`src/rtl/regfile_wr_arbiter_if.sv`:
```
// Writeback bundle between the ALU/memory units, decode stage and register-file write port.
// Carries both request/grant pairs, load-issue tracking, decode source addresses and write-port outputs.
// The arbiter connects through the slave modport; the units and the register file use master.
interface regfile_wr_arbiter_if #(
   parameter int DATA_W = 8,
   parameter int ADDR_W = 3
);
   localparam int NREGS = 2**ADDR_W;

   logic              alu_req;
   logic [ADDR_W-1:0] alu_addr;
   logic [DATA_W-1:0] alu_data;
   logic              alu_gnt;
   logic              mem_req;
   logic [ADDR_W-1:0] mem_addr;
   logic [DATA_W-1:0] mem_data;
   logic              mem_gnt;
   logic              load_issue;
   logic [ADDR_W-1:0] load_addr;
   logic [ADDR_W-1:0] rd1address;
   logic [ADDR_W-1:0] rd2address;
   logic              stall;
   logic [DATA_W-1:0] in_data;
   logic [ADDR_W-1:0] inaddress;
   logic              write;
   logic [NREGS-1:0]  busy;
   logic              err;

   modport master (
      output alu_req, alu_addr, alu_data, mem_req, mem_addr, mem_data,
             load_issue, load_addr, rd1address, rd2address,
      input  alu_gnt, mem_gnt, stall, in_data, inaddress, write, busy, err
   );

   modport slave (
      input  alu_req, alu_addr, alu_data, mem_req, mem_addr, mem_data,
             load_issue, load_addr, rd1address, rd2address,
      output alu_gnt, mem_gnt, stall, in_data, inaddress, write, busy, err
   );
endinterface

```
`src/rtl/regfile_wr_arbiter.sv`:
```
// Round-robin arbiter sharing the register-file write port between ALU and load return, with load busy scoreboard.
// Latency: grant is combinational; WRITE/IN/INADDRESS follow one edge later; busy bit clears two edges after a MEM grant.
// Backpressure: requesters hold until GNT; ALU is held off while its destination has a pending load; decode stalls on busy sources.
module regfile_wr_arbiter #(
   parameter int DATA_W = 8,
   parameter int ADDR_W = 3
) (
   input logic                 i_clock,
   input logic                 i_reset,
   regfile_wr_arbiter_if.slave bus
);
   localparam int   NREGS   = 2**ADDR_W;
   localparam logic SRC_ALU = 1'b0;
   localparam logic SRC_MEM = 1'b1;

   logic              r_last;
   logic              r_src;
   logic              r_write;
   logic              r_err;
   logic [DATA_W-1:0] r_in;
   logic [ADDR_W-1:0] r_inaddress;
   logic [NREGS-1:0]  r_busy;

   logic              w_alu_elig;
   logic              w_mem_elig;
   logic              w_alu_gnt;
   logic              w_mem_gnt;
   logic [NREGS-1:0]  w_clr_vec;
   logic [NREGS-1:0]  w_set_vec;
   logic [NREGS-1:0]  w_busy_nxt;
   logic              w_reissue_err;
   logic              w_mem_err;

   // Eligibility and round-robin grant; the source that did not win last time wins a tie.
   always_comb begin
      w_alu_elig = bus.alu_req & ~r_busy[bus.alu_addr];
      w_mem_elig = bus.mem_req;
      w_alu_gnt  = ~i_reset & w_alu_elig & (~w_mem_elig | (r_last == SRC_MEM));
      w_mem_gnt  = ~i_reset & w_mem_elig & (~w_alu_elig | (r_last == SRC_ALU));
   end

   // Scoreboard next state: clear lands at the end of a MEM write pulse, a new load issue overrides it.
   always_comb begin
      w_clr_vec = '0;
      if (r_write && (r_src == SRC_MEM)) begin
         w_clr_vec[r_inaddress] = 1'b1;
      end
      w_set_vec = '0;
      if (bus.load_issue) begin
         w_set_vec[bus.load_addr] = 1'b1;
      end
      w_busy_nxt    = (r_busy & ~w_clr_vec) | w_set_vec;
      w_reissue_err = bus.load_issue & r_busy[bus.load_addr] & ~w_clr_vec[bus.load_addr];
      w_mem_err     = w_mem_gnt & ~r_busy[bus.mem_addr];
   end

   // Write-port registers, source tag, round-robin pointer, scoreboard and sticky error.
   always_ff @(posedge i_clock) begin
      if (i_reset) begin
         r_last      <= SRC_MEM;
         r_src       <= SRC_ALU;
         r_write     <= 1'b0;
         r_err       <= 1'b0;
         r_in        <= '0;
         r_inaddress <= '0;
         r_busy      <= '0;
      end else begin
         r_write <= w_alu_gnt | w_mem_gnt;
         if (w_alu_gnt) begin
            r_in        <= bus.alu_data;
            r_inaddress <= bus.alu_addr;
            r_src       <= SRC_ALU;
            r_last      <= SRC_ALU;
         end else if (w_mem_gnt) begin
            r_in        <= bus.mem_data;
            r_inaddress <= bus.mem_addr;
            r_src       <= SRC_MEM;
            r_last      <= SRC_MEM;
         end
         r_busy <= w_busy_nxt;
         if (w_reissue_err || w_mem_err) begin
            r_err <= 1'b1;
         end
      end
   end

   assign bus.alu_gnt   = w_alu_gnt;
   assign bus.mem_gnt   = w_mem_gnt;
   assign bus.stall     = r_busy[bus.rd1address] | r_busy[bus.rd2address];
   assign bus.in_data   = r_in;
   assign bus.inaddress = r_inaddress;
   assign bus.write     = r_write;
   assign bus.busy      = r_busy;
   assign bus.err       = r_err;
endmodule

```
`src/flat_wrapper.sv`:
```
// flat-port wrapper written by rule: the top's interface ports become plain ports
module regfile_wr_arbiter_flat 
#(
   parameter int DATA_W = 8,
   parameter int ADDR_W = 3
)
  (i_clock, i_reset, bus_alu_req, bus_alu_addr, bus_alu_data, bus_mem_req, bus_mem_addr, bus_mem_data, bus_load_issue, bus_load_addr, bus_rd1address, bus_rd2address, bus_alu_gnt, bus_mem_gnt, bus_stall, bus_in_data, bus_inaddress, bus_write, bus_busy, bus_err);
  regfile_wr_arbiter_if #(.DATA_W(DATA_W), .ADDR_W(ADDR_W)) bus_i ();
  input logic i_clock;
  input logic i_reset;
  input wire logic [$bits(bus_i.alu_req)-1:0] bus_alu_req;
  input wire logic [$bits(bus_i.alu_addr)-1:0] bus_alu_addr;
  input wire logic [$bits(bus_i.alu_data)-1:0] bus_alu_data;
  input wire logic [$bits(bus_i.mem_req)-1:0] bus_mem_req;
  input wire logic [$bits(bus_i.mem_addr)-1:0] bus_mem_addr;
  input wire logic [$bits(bus_i.mem_data)-1:0] bus_mem_data;
  input wire logic [$bits(bus_i.load_issue)-1:0] bus_load_issue;
  input wire logic [$bits(bus_i.load_addr)-1:0] bus_load_addr;
  input wire logic [$bits(bus_i.rd1address)-1:0] bus_rd1address;
  input wire logic [$bits(bus_i.rd2address)-1:0] bus_rd2address;
  output wire logic [$bits(bus_i.alu_gnt)-1:0] bus_alu_gnt;
  output wire logic [$bits(bus_i.mem_gnt)-1:0] bus_mem_gnt;
  output wire logic [$bits(bus_i.stall)-1:0] bus_stall;
  output wire logic [$bits(bus_i.in_data)-1:0] bus_in_data;
  output wire logic [$bits(bus_i.inaddress)-1:0] bus_inaddress;
  output wire logic [$bits(bus_i.write)-1:0] bus_write;
  output wire logic [$bits(bus_i.busy)-1:0] bus_busy;
  output wire logic [$bits(bus_i.err)-1:0] bus_err;
  assign bus_i.alu_req = bus_alu_req;
  assign bus_i.alu_addr = bus_alu_addr;
  assign bus_i.alu_data = bus_alu_data;
  assign bus_i.mem_req = bus_mem_req;
  assign bus_i.mem_addr = bus_mem_addr;
  assign bus_i.mem_data = bus_mem_data;
  assign bus_i.load_issue = bus_load_issue;
  assign bus_i.load_addr = bus_load_addr;
  assign bus_i.rd1address = bus_rd1address;
  assign bus_i.rd2address = bus_rd2address;
  assign bus_alu_gnt = bus_i.alu_gnt;
  assign bus_mem_gnt = bus_i.mem_gnt;
  assign bus_stall = bus_i.stall;
  assign bus_in_data = bus_i.in_data;
  assign bus_inaddress = bus_i.inaddress;
  assign bus_write = bus_i.write;
  assign bus_busy = bus_i.busy;
  assign bus_err = bus_i.err;
  regfile_wr_arbiter #(.DATA_W(DATA_W), .ADDR_W(ADDR_W)) u_core (.i_clock(i_clock), .i_reset(i_reset), .bus(bus_i));
endmodule
```
`config.mk`:
```
export PLATFORM = sky130hd
export DESIGN_NAME = regfile_wr_arbiter_flat
export DESIGN_NICKNAME = d
export VERILOG_FILES = /design/src/rtl/regfile_wr_arbiter_if.sv /design/src/rtl/regfile_wr_arbiter.sv /design/src/flat_wrapper.sv
export SDC_FILE = /design/constraint.sdc
export NUM_CORES = 1
export LEC_CHECK = 0
export CAP_MARGIN = 5
export CORE_ASPECT_RATIO = 1.5
export CORE_UTILIZATION = 46
export CTS_BUF_LIST = sky130_fd_sc_hd__clkbuf_8
export CTS_CLUSTER_DIAMETER = 40
export CTS_CLUSTER_SIZE = 12
export DETAILED_ROUTE_END_ITERATION = 10
export HOLD_SLACK_MARGIN = 0.05
export MAX_ROUTING_LAYER = met4
export PLACE_DENSITY = 0.82
export SETUP_SLACK_MARGIN = 0.2
export SLEW_MARGIN = 20
export SYNTH_ARGS = -nofsm -noshare
export SYNTH_HDL_FRONTEND = slang
export SYNTH_SLANG_ARGS = --single-unit
```
`constraint.sdc`:
```
create_clock -name i_clock -period 5.7 [get_ports i_clock]
set_clock_uncertainty 0.05 [all_clocks]
set_input_delay 1.425 -clock i_clock [delete_from_list [all_inputs] [get_ports i_clock]]
set_output_delay 1.425 -clock i_clock [all_outputs]
set_load 0.1 [all_outputs]
```
==> flow_summary.toml <==
[status]
outcome = "completed"

[final_layout]
stdcell_count = 265
antenna_cells = 0
drive_gt1_share_pct = 18.8
area_growth_pct = 39.9
finalInstanceArea_mm2 = 0.00231
nets = 260
fin_util_pct = 67.5

[global_route]
antenna_found_initial = 0
grt_pass1_wl_um = 7760
overflow = 0
grt_usage_pct = 27.4
grt_pass1_vias = 1625
grt_max_degree = 26

[drt]
wl_um = 4970
route.detailed.drc = 0
routedWlPerCell_um = 18.7
drtIter0Drc = 73
num_vias = 1687
detail_route.vias_per_cell = 6.37
ant_nets = 0
firstDrtPassIters = 4

[worst_setup_path]
start_kind = "input pin"
path_cells = "clkdlybuf4s50_1 > mux4_2 > nand2b_4 > nand2_4 > nor3_2 > buf_12"
slowest_stage = "clkdlybuf4s50_1"
path_max_fanout = 14
crit_arrival_ps = 3350
crit_family = "buffers and inverters"
crit_path_end_kind = "output pin"
critical_path_class = "in2out"
path_buf_inv = 2
max_stage_delay_ps = 590
crit_required_ps = 4220

[synthesis]
synth.most_common_cell = "dfxtp_1"
ys.flop_type = "dfxtp_1"
synthesis.instances = 170
ys_seq_area_share_pct = 27.9
synth_top_area_share_pct = 27.9
synth_commonest_cells = "dfxtp_1, nand3_1, o21ai_0"
synth_area_per_cell_um2 = 9.69
synth_cell_types = 37
synth_nets = 206
ys_warn_count = 0
synth_top_cell_by_area = "dfxtp_1"
synth.area.top_cells = "dfxtp_1, mux4_2, a221oi_2"
synthArstFlopShare_pct = 0
synthesis.area_mm2 = 0.00165
synth_seq_cells = 23
synth-edff-count = 0

[sta]
worst_pin_slew_ps = 976
fin_setup_tns_ps = 0
finalMaxSlewViolations = 0
rsz0062_at_grt = "false"
setup_violations = 0
relSlewSlack_pct = 34.7
period_share_pct = 84.6
finalCriticalPeriod_ps = 4820
hold_violations = 0
max_freq_mhz = 207
setup_ws_ps = 880

[power_and_ir_drop]
seqPwrFrac_pct = 35.9
leakagePower_nw = 0.789
clockPowerShare_pct = 20.5
p_sw_share_pct = 42.1
combPwrFrac_pct = 43.6
power_switching_w = 0.000218
powerDensity_mw_per_mm2 = 225
p_int_w = 0.000300
ir_drop_mv = 0.170

[floorplanning]
dieArea_mm2 = 0.00383
rows = 26
io_pins = 60
die_h_um = 75.3
die_w_um = 50.9
core_area_mm2 = 0.00342
initial_utilization_pct = 48.2

[clock_tree]
post_cts_buffers = 0
clk_path_buf_depth = 2
numCtsBuffers = 3
clk_pin_slew_ps = 90
clock_sinks = 23
htree_levels = 1
cts_hold_buffers = 0
cts_root_buf = "clkbuf_8"
cts_tree = "done"
post_cts_resized = 0
clk-insertion-delay-late_ps = 270

[placed_design]
hpwl_um = 3650
pre_cts_slack_ps = 888
io_buffer_count = 59
place.gp.congestion = 0.914
dp_cells = 261
placed_area_mm2 = 0.00226

[flow_run]
drv_cap = 0

[hold_path]
min_path_type = "reg2reg"
cells in the final DEF (no fill, tap or decap), types with 2 or more instances in the layout:
cell type	Yosys	final
a21oi_1	10	10
a221oi_1	2	2
a221oi_2	9	9
a311oi_1	2	2
a311oi_2	9	9
buf_12	1	2
buf_4	1	4
clkbuf_8	0	3
clkdlybuf4s50_1	0	56
dfxtp_1	23	23
inv_1	4	4
mux2i_1	8	8
mux4_2	7	7
nand2_1	7	7
nand2b_1	5	5
nand3_1	17	17
nand4_1	2	2
nor2_1	3	3
nor2b_1	14	14
o21ai_0	17	17
o31ai_1	2	2
xor2_1	3	3
path summary, 6_finish.rpt:
path	from	to	slack, ps	cells past startpoint
max reg2reg	u_core.bus.busy[3]	u_core.bus.in_data[7]	3470	4
max	bus_alu_addr[0]	bus_alu_gnt	880	6
min reg2reg	u_core.bus.err	u_core.bus.err	490	2
min	u_core.bus.err	u_core.bus.err	490	2
registers in the layout, indices dropped and copies added, names as in the netlist:
name and flops:
u_core.r_last 1, u_core.bus.busy 8, u_core.r_src 1, u_core.bus.inaddress 3
u_core.bus.err 1, u_core.bus.in_data 8, u_core.bus.write 1
power groups by stage:
stage,sequential [W],clock (W),combinational (W)
floorplan,0.000264,0,0.0000802
global placement,0.000189,0,0.000222
detailed placement,0.000190,0,0.000225
CTS,0.000186,0.000107,0.000226
global route,0.000188,0.000116,0.000235
finish,0.000186,0.000106,0.000226
through the flow:
stage / hold slack (ps) / power [W]
2_1_floorplan: 423 / 0.000344
3_3_place_gp: 481 / 0.000411
3_5_place_dp: 472 / 0.000415
4_1_cts: 496 / 0.000520
5_1_grt: 545 / 0.000539
6_report: 491 / 0.000519
metal layers:
metal / GRT usage (%) / vias up / wire [um]
met2: 48.4 / 73 / 2620
met3: 2.79 / 18 / 246
met4: 12.0 / 0 / 156
met5: - / - / 0
li1: - / 776 / -
met1: 31.2 / 820 / 1950
worst register-to-register path: cells and delay by family (launching register included):
family / cells / cell delay, ps
AO/OA/AOI/OAI: 1 / 240
flip-flops: 1 / 390
AND/OR/NAND/NOR: 2 / 860
multiplexers: 1 / 530
final cells by class:
type / count / area [um2]
Fill cell: 297 / 1110
Multi-Input combinational cell: 130 / 1100
Timing Repair Buffer: 62 / 631
Sequential cell: 23 / 460
Tap cell: 42 / 52.6
Clock buffer: 3 / 41.3
Inverter: 4 / 15.0
Clock inverter: 1 / 7.51
cell families after synthesis:
kind of cell / share of synthesized area (%)
AO/OA/AOI/OAI: 31.2
XOR/XNOR: 1.59
buffers and inverters: 5.69
flip-flops: 27.9
multiplexers: 15.1
AND/OR/NAND/NOR: 18.5
Power figures use the tool's default switching activity.
